===== src/rtl/uart_rx.sv =====
`default_nettype none
// ============================================================================
// Module : uart_rx
// Oversampling UART receiver, 8N1 (8E1 when UART_RX_PARITY_EN is defined),
// with a valid/acknowledge holding register and frame/parity/overrun flags.
// Rev    : 1.0
// ============================================================================
module uart_rx #(
  parameter int CLKS_PER_BIT = 16
) (
  input  logic       clk,
  input  logic       rst_n,
  input  logic       rx,
  output logic [7:0] rxData,
  output logic       dataReady,
  input  logic       readAck,
  output logic       frameError,
  output logic       parityError,
  output logic       overrun
);

  localparam int              c_CW   = (CLKS_PER_BIT > 2) ? $clog2(CLKS_PER_BIT) : 1;
  localparam logic [c_CW-1:0] c_FULL = c_CW'(CLKS_PER_BIT - 1);
  localparam logic [c_CW-1:0] c_HALF = c_CW'(CLKS_PER_BIT / 2 - 1);
  localparam logic [c_CW-1:0] c_ONE  = c_CW'(1);

  typedef enum logic [2:0] {
    S_IDLE      = 3'd0,
    S_START     = 3'd1,
    S_DATA      = 3'd2,
`ifdef UART_RX_PARITY_EN
    S_PARITY    = 3'd5,
`endif
    S_STOP      = 3'd3,
    S_WAIT_HIGH = 3'd4
  } state_t;

  logic            r_rx_meta;
  logic            r_rx_s;
  state_t          r_state;
  logic [c_CW-1:0] r_cnt;
  logic [2:0]      r_bit_idx;
  logic [7:0]      r_shift;
  logic            r_commit_pend;
  logic            r_ferr_pend;
  logic [7:0]      r_rx_data;
  logic            r_data_ready;
  logic            r_frame_err;
  logic            r_overrun;
`ifdef UART_RX_PARITY_EN
  logic            r_par_bad;
  logic            r_perr_pend;
  logic            r_parity_err;
`endif

  logic w_expire;
  assign w_expire = (r_cnt == '0);

  always_ff @(posedge clk or negedge rst_n) begin
    if (!rst_n) begin
      r_rx_meta     <= 1'b1;
      r_rx_s        <= 1'b1;
      r_state       <= S_IDLE;
      r_cnt         <= '0;
      r_bit_idx     <= 3'd0;
      r_shift       <= 8'h00;
      r_commit_pend <= 1'b0;
      r_ferr_pend   <= 1'b0;
      r_rx_data     <= 8'h00;
      r_data_ready  <= 1'b0;
      r_frame_err   <= 1'b0;
      r_overrun     <= 1'b0;
`ifdef UART_RX_PARITY_EN
      r_par_bad     <= 1'b0;
      r_perr_pend   <= 1'b0;
      r_parity_err  <= 1'b0;
`endif
    end else begin
      r_rx_meta     <= rx;
      r_rx_s        <= r_rx_meta;
      r_commit_pend <= 1'b0;
      r_ferr_pend   <= 1'b0;
`ifdef UART_RX_PARITY_EN
      r_perr_pend   <= 1'b0;
`endif
      if (!w_expire) begin
        r_cnt <= r_cnt - c_ONE;
      end

      case (r_state)
        S_IDLE: begin
          if (!r_rx_s) begin
            r_cnt   <= c_HALF;
            r_state <= S_START;
          end
        end
        S_START: begin
          if (w_expire) begin
            if (r_rx_s) begin
              r_state <= S_IDLE;
            end else begin
              r_cnt     <= c_FULL;
              r_bit_idx <= 3'd0;
              r_state   <= S_DATA;
`ifdef UART_RX_PARITY_EN
              r_par_bad <= 1'b0;
`endif
            end
          end
        end
        S_DATA: begin
          if (w_expire) begin
            r_shift[r_bit_idx] <= r_rx_s;
            r_cnt              <= c_FULL;
            r_bit_idx          <= r_bit_idx + 3'd1;
            if (r_bit_idx == 3'd7) begin
`ifdef UART_RX_PARITY_EN
              r_state <= S_PARITY;
`else
              r_state <= S_STOP;
`endif
            end
          end
        end
`ifdef UART_RX_PARITY_EN
        S_PARITY: begin
          if (w_expire) begin
            // Even parity: the parity bit equals the XOR of the data bits.
            r_par_bad <= r_rx_s ^ (^r_shift);
            r_cnt     <= c_FULL;
            r_state   <= S_STOP;
          end
        end
`endif
        S_STOP: begin
          // Leave mid stop bit so a back-to-back start edge is not missed.
          if (w_expire) begin
            if (!r_rx_s) begin
              r_ferr_pend <= 1'b1;
              r_state     <= S_WAIT_HIGH;
            end else begin
`ifdef UART_RX_PARITY_EN
              r_perr_pend   <= r_par_bad;
              r_commit_pend <= !r_par_bad;
`else
              r_commit_pend <= 1'b1;
`endif
              r_state       <= S_IDLE;
            end
          end
        end
        S_WAIT_HIGH: begin
          if (r_rx_s) begin
            r_state <= S_IDLE;
          end
        end
        default: r_state <= S_IDLE;
      endcase

      // Holding register: a commit overrides an acknowledge in the same cycle.
      if (r_commit_pend) begin
        r_rx_data    <= r_shift;
        r_data_ready <= 1'b1;
        r_overrun    <= (r_data_ready && readAck) ? 1'b0 : (r_overrun | r_data_ready);
      end else if (r_data_ready && readAck) begin
        r_data_ready <= 1'b0;
        r_overrun    <= 1'b0;
      end
      r_frame_err <= r_ferr_pend;
`ifdef UART_RX_PARITY_EN
      r_parity_err <= r_perr_pend;
`endif
    end
  end

  assign rxData     = r_rx_data;
  assign dataReady  = r_data_ready;
  assign frameError = r_frame_err;
  assign overrun    = r_overrun;
`ifdef UART_RX_PARITY_EN
  assign parityError = r_parity_err;
`else
  assign parityError = 1'b0;
`endif

endmodule
`default_nettype wire


===== config.mk =====
export PLATFORM = sky130hd
export DESIGN_NAME = uart_rx
export DESIGN_NICKNAME = d
export VERILOG_FILES = /design/src/rtl/uart_rx.sv
export SDC_FILE = /design/constraint.sdc
export NUM_CORES = 1
export LEC_CHECK = 0
export CORE_ASPECT_RATIO = 1.25
export CORE_MARGIN = 10
export CORE_UTILIZATION = 55
export CTS_CLUSTER_SIZE = 25
export DETAILED_ROUTE_END_ITERATION = 16
export PLACE_DENSITY = 0.77
export SLEW_MARGIN = 20
export SYNTH_ARGS = -nofsm -noshare
export SYNTH_HDL_FRONTEND = slang
export SYNTH_SLANG_ARGS = --single-unit

===== constraint.sdc =====
create_clock -name clk -period 2.4 [get_ports clk]
set_clock_uncertainty 0.05 [all_clocks]
set_input_delay 0.6 -clock clk [delete_from_list [all_inputs] [get_ports clk]]
set_output_delay 0.6 -clock clk [all_outputs]
set_load 0.05 [all_outputs]

Yosys cells after proc, flatten, opt, wreduce, memory -nomap -nowiden
Cells that the tools add are included. W data, S select, Z words.

Add/subtract/negate cells: 2. Reduce and logical (&&, ||, !) cells: 9. Mux-type cells: 32. Bitwise gates (word level): 1. Magnitude comparators: 2. Eq/ne operators: 12.

Operators with widths (number): $mux W3 (10); $mux W4 (5); $pmux W3 S5 (1); $ne A2 B2 Y1 const B (7); $pmux W4 S3 (1); $mux W1 (11); $bwmux W8 (1); $eq A3 B2 Y1 const B (2); $eq A3 B3 Y1 const B (2); $pmux W3 S2 (1); $reduce_and A6 Y1 (1); $logic_not A4 Y1 (1); $lt A3 B4 Y1 const B (1); $reduce_and A4 Y1 (1); $reduce_bool A2 Y1 (2); $sub A4 B1 Y4 const B (1); $add A3 B1 Y3 const B (1); $demux W1 S3 (1); $eq A3 B1 Y1 const B (1); $ge A3 B1 Y1 const B (1); $logic_not A3 Y1 (1); $logic_and A1 B1 Y1 (2); $mux W2 (1); $reduce_and A2 Y1 (1); $or A1 B1 Y1 (1).

Register bits after elaboration: 33. Bits of input ports: 4. Word-level logic and storage cells: 70.

Longest topological paths before layout
Gate-level depths: netlist (run 1).

Depth in word-level cells: 5. Gate-level depth with buffers: 8.

Worst setup path after synthesis (run 1)
Ideal clock, no wire load.

Kind: register to register. Start point: register r_cnt[0]. End point: register r_cnt[0]. Data arrival time: 1.748 ns. Stages on the path, launching flop included: 9. Library setup time: 0.077 ns. Path slack: 0.524 ns. Required time: 2.273 ns. Path buffers: 0. Path through: dfrtp_1 -> inv_1 -> ha_1 -> nor3b_4 -> inv_1 -> ha_1 -> inv_1 -> a221o_1 -> a21oi_1.

Word-level cells in the longest chain between the ends: 5. Elaborated cells between the ends (all ways): 8. Those cells by class: add/sub (1); mux (6); reduce/logical (1).

RTL lines: start, declared (RTL line 41) `logic [c_CW-1:0] r_cnt;`; start signal, assigned (RTL line 87) `r_cnt <= r_cnt - c_ONE;`; start signal, assigned (RTL line 93) `r_cnt <= c_HALF;`; start signal, assigned (RTL line 102) `r_cnt <= c_FULL;`; $sub A4 B1 Y4 or $logic_not A4 Y1 (tied branches) (RTL line 87, 57); $mux W4 (RTL line 86) `if (!w_expire) begin`; $mux W4 (RTL line 99) `if (r_rx_s) begin`; $mux W4 (RTL line 98) `if (w_expire) begin`; $pmux W4 S3 (*) (RTL line 90) `case (r_state)`.

Mark *: on every way between the ends. The rest lies on a longest branch, timed or not. A chain may end at the register's enable or synchronous reset.

Worst setup path in the final report (run 1)
Same ends and word-level chain as after synthesis.

==> results.py, run 1 <==
metrics = {
    "timing": {
        "timing.final.ws_setup_ns": 0.165,
        "post-route-min-period_ns": 2.23,
        "setup_tns_ns": 0,
        "fin_hold_ws_ns": 0.312,
        "fmax_mhz": 448,
        "finalHoldViolCount": 0,
        "slew_viol_final": 0,
        "worst_slew_pin_slew_ns": 0.497,
        "fin_crit_sh_pct": 93.1,
        "finalSetupViolCount": 0,
        "rsz0062_at_grt": "no",
        "slew_headroom_pct": 66.6,
    },
    "global_route": {
        "grtUsageTotal_pct": 11.5,
        "grt_pass1_wl_mm": 4.67,
        "antenna_found_initial": 0,
        "grt_max_degree": 34,
        "grt_pass1_vias": 1009,
        "grt-ovfl-total": 0,
    },
    "detailed_routing": {
        "drt-vias-per-instance": 5.64,
        "top_layer": "met4",
        "first_pass_iters": 4,
        "wl_mm": 2.70,
        "wl_met1_mm": 1.13,
        "wl_met3_um": 195,
        "first_iter_violations": 34,
        "drcViolationCount": 0,
        "vias": 976,
        "route.met2.wl_mm": 1.31,
        "drtAntennaViolNets": 0,
        "post_drt_wl_per_cell_um": 15.6,
    },
    "synthesis": {
        "ys.flop_type": "dfrtp_1",
        "synth_compound_area_share_pct": 9.42,
        "yosysSeqAreaShare_pct": 54.7,
        "ys_types": 37,
        "synthTopCellsByArea": "dfrtp_1, mux2_2, dfstp_2, a21oi_1, ha_1",
        "synth_top_area_share_pct": 51.2,
        "synth_area_per_cell_sq_um": 12.3,
        "synth_most_common_cell": "dfrtp_1",
        "synth_seq_cells": 33,
        "synth_edf_count": 0,
        "syn_area_sq_um": 1510,
        "yosys-mux-area-fraction_pct": 12.6,
        "synth_common_cells": "dfrtp_1, mux2_2, a21oi_1, inv_1, nor2_1",
        "synth_top_family_by_area": "simple AND/OR/NAND/NOR gates",
        "synth_adder_area_share_pct": 3.31,
        "yosys_warnings": 0,
        "synth_cells": 123,
        "synth-xor-area-share_pct": 0,
        "synth-async-reset-ratio_pct": 100,
        "synth_fp_nets": 131,
        "yosys.area_share.simple_pct": 13.6,
        "synth_area_leader_cell": "dfrtp_1",
    },
    "run_status": {
        "status": "finished clean",
    },
    "cts": {
        "cts-hold-fix-buffers": 0,
        "ctsLongestPathBuffers": 2,
        "cts_tree": "done",
        "cts_setup_buffers": 0,
        "clock_latency_ns": 0.34,
        "cts_sinks": 33,
        "cts.repair.resized": 0,
        "cts_root_buf": "clkbuf_4",
        "h-tree-depth": 2,
        "clk_pin_slew_ns": 0.09,
        "cts_buffers": 5,
    },
    "floorplan": {
        "chipHeight_um": 78.7,
        "die_w_um": 66.9,
        "row_count": 21,
        "ios": 16,
        "core_sq_um": 2650,
        "initial_utilization_pct": 57.0,
        "dieArea_sq_um": 5260,
    },
    "place": {
        "post-place-ws_ns": 0.266,
        "portBuffers": 14,
        "globalplace.congestion": 0.877,
        "dpl.hpwl_mm": 1.90,
    },
    "cells_and_area": {
        "areaGrowthSynthToFinish_pct": 14.2,
        "fillers": 213,
        "antenna_cells": 0,
        "drive_above_1_share_pct": 21.6,
        "final_nets": 146,
    },
    "run": {
        "cap_violations": 0,
    },
    "critical_path": {
        "required_ns": 2.60,
        "cp.arrival_ns": 2.44,
        "crit_type": "reg2reg",
        "critPathMaxFanout": 6,
        "worstSetupEndpointType": "flop",
        "r2r_slack_ns": 0.17,
        "start_kind": "flop",
    },
    "min_path": {
        "hold_class": "reg2reg",
    },
    "power_and_ir_drop": {
        "p_leak_nw": 0.802,
        "vdd_drop_max_mv": 0.630,
        "cellPowerDensity_nw_per_um2": 962,
    },
}
==> cells in the final DEF (no fill, tap or decap), types with 3 or more instances in the layout <==
cell type        netlist  final
dfrtp_1               31     31
mux2_2                16     16
clkdlybuf4s50_1        0     14
a21oi_1               10     10
inv_1                  9      9
nor2_1                 8      8
clkbuf_4               0      5
nand4b_1               4      4
ha_1                   4      4
a211oi_1               3      3
nand3_1                3      3
a22o_1                 3      3
==> routing by layer <==
layer / up-vias / track usage, %
met4: 0 / 5.56
met5: - / 0
met1: 475 / 12.4
met2: 30 / 18.2
met3: 5 / 5.68
li1: 466 / -
==> per-stage QoR <==
| stage | util (%) | cells | power, W | cell area [sq um] |
|---|---|---|---|---|
| after floorplan | - | 123 | 0.00112 | 1510 |
| after global placement | 62.0 | 165 | 0.00120 | 1640 |
| after detailed placement | 62.0 | 165 | 0.00124 | 1640 |
| after CTS | 65.2 | 173 | 0.00167 | 1730 |
| after global routing | 65.2 | 173 | 0.00177 | 1730 |
| final | 65.2 | 173 | 0.00166 | 1730 |
==> layout make-up <==
type	instances	area, sq um	share of cell area [%]
clock inverters	1	30.0	1.74
multi-input cells	74	592	34.2
inverters	9	33.8	1.95
repair buffers	15	148	8.54
clock buffers	7	55.1	3.18
well taps	34	42.5	2.46
flip-flops and latches	33	828	47.9
==> logic make-up (layout without fill, tap and decap cells) <==
kind of cell    after synthesis  in the layout
compound gates               22             22
fa+ha+maj                     4              4
buf+inv                      16             32
flops                        33             33
mux                          17             17
other cells                   1              1
simple gates                 30             30
==> flip-flops by register name, indices dropped and copies added, names as in the netlist, 3 cells and up <==
register / flops
rxData: 8
r_bit_idx: 3
r_state: 3
r_shift: 8
r_cnt: 4
==> worst max-delay path, cell delays in order (launching register included) <==
cell	delay [ns]
dfrtp_1	0.42
inv_1	0.11
ha_1	0.23
nor3b_4	0.32
inv_1	0.16
ha_1	0.33
inv_1	0.04
a221o_1	0.33
a21oi_1	0.16
==> where the power goes <==
part	switching (W)	internal [W]
Clock	0.000179	0.000249
Combinational	0.000254	0.000205
Sequential	0.000134	0.000643
Total	0.000567	0.00110
==> worst paths after layout <==
| path | start | cells after the start | endpoint |
|---|---|---|---|
| worst max-delay path | r_cnt[0] | 8 | r_cnt[0] |
| worst min-delay path | r_rx_meta | 0 | r_rx_s |
| worst max register to register | r_cnt[0] | 8 | r_cnt[0] |
| worst min register to register | r_rx_meta | 0 | r_rx_s |
| max in group asynchronous | rst_n | 2 | r_rx_s |
| min in group asynchronous | rst_n | 2 | r_cnt[1] |
(Power assumes the default switching activity.)
==> inputs of run 2 (changes only) <==
Clock period 2.4 ns to 2.1 ns, I/O delays scaled along.
==> run 2 against run 1 <==
Effect of this change:
- sequential power increased by 14%
- first-iteration DRC count increased by 38%
- setup slack got worse by 0.11 ns
- clock power decreased by 16%
- global-route usage increased by 0.27 points
- sequential share of layout area increased by 0.95 points
==> results.py, run 2 (synthesis results as in run 1) <==
metrics = {
    "critical_path": {
        "r2r-start": "r_cnt[0]",
        "crit_type": "reg2out",
        "r2r_end": "r_cnt[0]",
        "crit_path_top_delay_cell": "clkdlybuf4s50_1",
        "worstSetupEndpointType": "output pin",
        "ff2ff_path_depth": 8,
        "cpPeakStageDelay_ns": 0.80,
        "path_delay_family": "buffers and inverters",
        "crit_cells": 1,
        "cp-startpoint": "rxData[5]",
        "critPathMaxFanout": 2,
        "path_cells": "clkdlybuf4s50_1",
        "cp.arrival_ns": 1.47,
        "start_kind": "flop",
        "required_ns": 1.52,
        "endpoint": "rxData[5]",
        "path_buf_inv": 1,
        "r2r_slack_ns": 0.14,
    },
    "floorplan": {
        "core_sq_um": 2650,
        "initial_utilization_pct": 57.0,
        "die_w_um": 66.9,
        "dieArea_sq_um": 5260,
        "row_count": 21,
        "chipHeight_um": 78.7,
        "ios": 16,
    },
    "timing": {
        "post-route-min-period_ns": 2.04,
        "fin_hold_ws_ns": 0.303,
        "rsz0062_at_grt": "no",
        "worst_slew_pin_slew_ns": 0.537,
        "fmax_mhz": 490,
        "fin_crit_sh_pct": 97.2,
        "finalSetupViolCount": 0,
        "slew_headroom_pct": 63.8,
        "slew_viol_final": 0,
        "finalHoldViolCount": 0,
        "setup_tns_ns": 0,
    },
    "cells_and_area": {
        "layout_common_cells": "dfrtp_1, mux2_2, a21oi_1",
        "drive_above_1_share_pct": 26.4,
        "final_cell_area_sq_um": 1700,
        "final_nets": 147,
        "fillers": 232,
        "seq_area_sq_um": 828,
        "multi_input_area_sq_um": 592,
        "antenna_cells": 0,
        "areaGrowthSynthToFinish_pct": 12.0,
        "layout_commonest_cell": "dfrtp_1",
    },
    "power_and_ir_drop": {
        "cellPowerDensity_nw_per_um2": 1040,
        "vdd_drop_max_mv": 0.663,
        "p_leak_nw": 0.833,
    },
    "place": {
        "dpl.hpwl_mm": 1.89,
        "placed_area_sq_um": 1640,
        "globalplace.congestion": 0.851,
        "portBuffers": 14,
    },
    "detailed_routing": {
        "top_layer": "met4",
        "wl_met3_um": 119,
        "drtAntennaViolNets": 0,
        "first_pass_iters": 4,
        "first_iter_violations": 47,
        "drt-vias-per-instance": 5.73,
        "vias": 997,
        "route.met2.wl_mm": 1.40,
        "wl_met1_mm": 1.09,
        "drcViolationCount": 0,
        "post_drt_wl_per_cell_um": 15.3,
        "wl_mm": 2.66,
    },
    "cts": {
        "clk_pin_slew_ns": 0.08,
        "h-tree-depth": 2,
        "cts_root_buf": "clkbuf_4",
        "clock_latency_ns": 0.33,
        "cts_tree": "done",
        "cts_sinks": 33,
        "cts_buffers": 5,
        "ctsLongestPathBuffers": 2,
    },
    "run_status": {
        "status": "finished clean",
    },
    "global_route": {
        "grt-ovfl-total": 0,
        "grt_max_degree": 34,
        "grt_pass1_vias": 1059,
        "grt_pass1_wl_mm": 4.81,
        "grtUsageTotal_pct": 11.8,
        "antenna_found_initial": 0,
    },
    "min_path": {
        "min_from": "r_ferr_pend",
        "hold_class": "reg2reg",
    },
    "run": {
        "cap_violations": 0,
    },
}
## run 2: per-stage QoR
stage | std cells | util [%] | total power (W) | worst slack (ns)
global placement | 166 | 61.7 | 0.00137 | 0.273
floorplan | 123 | - | 0.00128 | 0.224
global route | 174 | 63.9 | 0.00190 | 0.00182
CTS | 174 | 63.8 | 0.00178 | 0.0182
detailed placement | 166 | 61.7 | 0.00141 | 0.152
finish | 174 | 63.9 | 0.00177 | 0.0579
## run 2: area by class of cell
cell class	instances	share of cell area [%]
flip-flops and latches	33	48.9
multi-input cells	74	34.9
repair buffers	16	8.27
clock buffers	8	3.47
well taps	34	2.51
inverters	9	1.99
## run 2: repair_timing
action,CTS,global route
hold buffers,0,0
pin swaps,0,0
gates resized for setup,2,2
hold endpoints to repair,0,0
setup endpoints to repair,2,2
buffers inserted,0,0
## run 2: where the power goes
| group | internal (W) | switching (W) |
|---|---|---|
| registers | 0.000735 | 0.000151 |
| logic | 0.000235 | 0.000283 |
| clock network | 0.000165 | 0.000196 |
| total | 0.00114 | 0.000630 |
## run 2: worst min-delay path by stage
stage            endpoint  depth (start not counted)
2_1_floorplan   dataReady                          0
3_3_place_gp   frameError                          0
3_5_place_dp   frameError                          0
4_1_cts        frameError                          0
5_1_grt        frameError                          0
6_report       frameError                          0
## run 2: layer usage
| layer | global-route usage (%) | vias to the layer above |
|---|---|---|
| met3 | 4.12 | 5 |
| met5 | 0 | - |
| met4 | 6.17 | 0 |
| met1 | 13.1 | 499 |
| li1 | - | 474 |
| met2 | 19.0 | 19 |
## run 2: worst reg2reg max path: stages, from the launching register on
cell and delay, ns:
dfrtp_1 0.41, inv_1 0.09, ha_1 0.20, nor3b_4 0.23
inv_2 0.09, ha_1 0.31, inv_1 0.05, a221o_1 0.35
a21oi_1 0.12
==> inputs of run 3 (changes only) <==
Settings changed: PLACE_DENSITY 0.77 to 0.81.
==> run 3 against run 2 <==
Effect of this change:
- via count decreased by 3.8%
- global-route usage decreased by 0.66 points
- non-clock buffer count unchanged
- combinational power decreased by 2%
- setup slack improved by 0.017 ns
- wire length decreased by 5.3%
- critical path depth unchanged
- sequential share of layout area decreased by 0.50 points
- worst hold slack got worse by 0.0035 ns
- critical endpoint is now frameError
==> results.py, run 3 (synthesis results as in run 1) <==
metrics = {
    "run_status": {
        "status": "finished clean",
    },
    "cells_and_area": {
        "fillers": 217,
        "layout_common_cells": "dfrtp_1, mux2_2, buf_4, a21oi_1, inv_1",
        "seq_area_sq_um": 828,
        "areaGrowthSynthToFinish_pct": 13.1,
        "multi_input_area_sq_um": 592,
        "final_nets": 147,
        "drive_above_1_share_pct": 28.6,
        "antenna_cells": 0,
        "utilization_pct": 64.5,
        "fin_cells": 174,
        "layout_commonest_cell": "dfrtp_1",
    },
    "power_and_ir_drop": {
        "power_switching_w": 0.000622,
        "power_frac_clock_pct": 25.5,
        "p_leak_nw": 0.829,
        "combinationalPowerShare_pct": 27.1,
        "switching_share_pct": 33.2,
        "internal_power_w": 0.00125,
        "cellPowerDensity_nw_per_um2": 1100,
        "seqPwrFrac_pct": 47.4,
        "vdd_drop_max_mv": 0.749,
    },
    "timing": {
        "fmax_mhz": 494,
        "finalHoldViolCount": 0,
        "finalSetupViolCount": 0,
        "slew_viol_final": 0,
        "fin_crit_sh_pct": 96.5,
        "rsz0062_at_grt": "no",
        "setup_tns_ns": 0,
        "post-route-min-period_ns": 2.03,
    },
    "cts": {
        "h-tree-depth": 2,
        "cts.repair.resized": 1,
        "clock_latency_ns": 0.33,
        "cts_sinks": 33,
        "cts_tree": "done",
        "clk_pin_slew_ns": 0.09,
        "ctsLongestPathBuffers": 2,
        "cts_root_buf": "clkbuf_4",
        "cts-hold-fix-buffers": 0,
        "cts_setup_buffers": 0,
        "cts_buffers": 5,
    },
    "detailed_routing": {
        "drtAntennaViolNets": 0,
        "first_pass_iters": 4,
        "vias": 959,
        "post_drt_wl_per_cell_um": 14.5,
        "first_iter_violations": 80,
        "drt-vias-per-instance": 5.51,
        "wl_mm": 2.52,
        "drcViolationCount": 0,
    },
    "floorplan": {
        "chipHeight_um": 78.7,
        "row_count": 21,
        "die_w_um": 66.9,
        "initial_utilization_pct": 57.0,
        "core_sq_um": 2650,
        "dieArea_sq_um": 5260,
        "ios": 16,
    },
    "global_route": {
        "grt-ovfl-total": 0,
        "antenna_found_initial": 0,
        "grt_pass1_vias": 968,
        "grt_pass1_wl_mm": 4.40,
        "grt_max_degree": 34,
        "grtUsageTotal_pct": 11.1,
    },
    "place": {
        "portBuffers": 14,
        "dpl.hpwl_mm": 1.80,
        "dp_cells": 166,
        "globalplace.congestion": 0.792,
    },
    "run": {
        "cap_violations": 0,
    },
    "min_path": {
        "hold_class": "reg2reg",
    },
    "critical_path": {
        "required_ns": 1.52,
        "path_cells": "clkdlybuf4s50_1",
        "cp.arrival_ns": 1.45,
        "worstSetupEndpointType": "output pin",
        "crit_path_top_delay_cell": "clkdlybuf4s50_1",
        "path_buf_inv": 1,
        "critPathMaxFanout": 1,
        "crit_type": "reg2out",
        "cpPeakStageDelay_ns": 0.79,
        "path_delay_family": "buffers and inverters",
        "start_kind": "flop",
    },
}
[run 3: area by class of cell]
cell class	count	share of cell area (%)
well taps	34	2.48
flip-flops and latches	33	48.4
clock inverters	1	1.75
inverters	9	1.97
repair buffers	16	7.67
multi-input cells	74	34.6
clock buffers	7	3.21
[run 3: final timing paths]
check	start	slack, ns	to	depth (start not counted)
max reg2reg	r_cnt[0]	0.14	r_cnt[0]	8
min in group asynchronous	rst_n	0.52	r_cnt[2]	2
min reg2reg	r_rx_meta	0.30	r_rx_s	0
max	frameError	0.07	frameError	1
max in group asynchronous	rst_n	1.14	r_rx_meta	2
min	r_rx_meta	0.30	r_rx_s	0
[run 3: power by group through the flow]
stage                     Clock (W)  Sequential (W)  Combinational, W
after global routing       0.000541        0.000910          0.000568
after detailed placement          0        0.000901          0.000515
after global placement            0        0.000887          0.000483
after CTS                  0.000504        0.000889          0.000515
after floorplan                   0        0.000880          0.000398
final                      0.000478        0.000889          0.000508
[run 3: routing by layer]
layer / track usage [%] / share of wire, % / wire, um / up-vias
li1: - / - / - / 471
met1: 11.8 / 41 / 1040 / 462
met2: 16.6 / 49 / 1240 / 21
met3: 6.25 / 6.8 / 170 / 5
met4: 6.58 / 2.7 / 69 / 0
met5: 0 / 0 / 0 / -
[run 3: metrics by stage]
stage	power, W	setup WS (ns)	hold WS, ns	cell area, sq um
after CTS	0.00191	0.0358	0.303	1710
after global placement	0.00137	0.273	0.284	1630
after global routing	0.00202	0.00877	0.302	1710
final	0.00188	0.0745	0.299	1710
after floorplan	0.00128	0.224	0.179	1510
after detailed placement	0.00142	0.159	0.293	1630
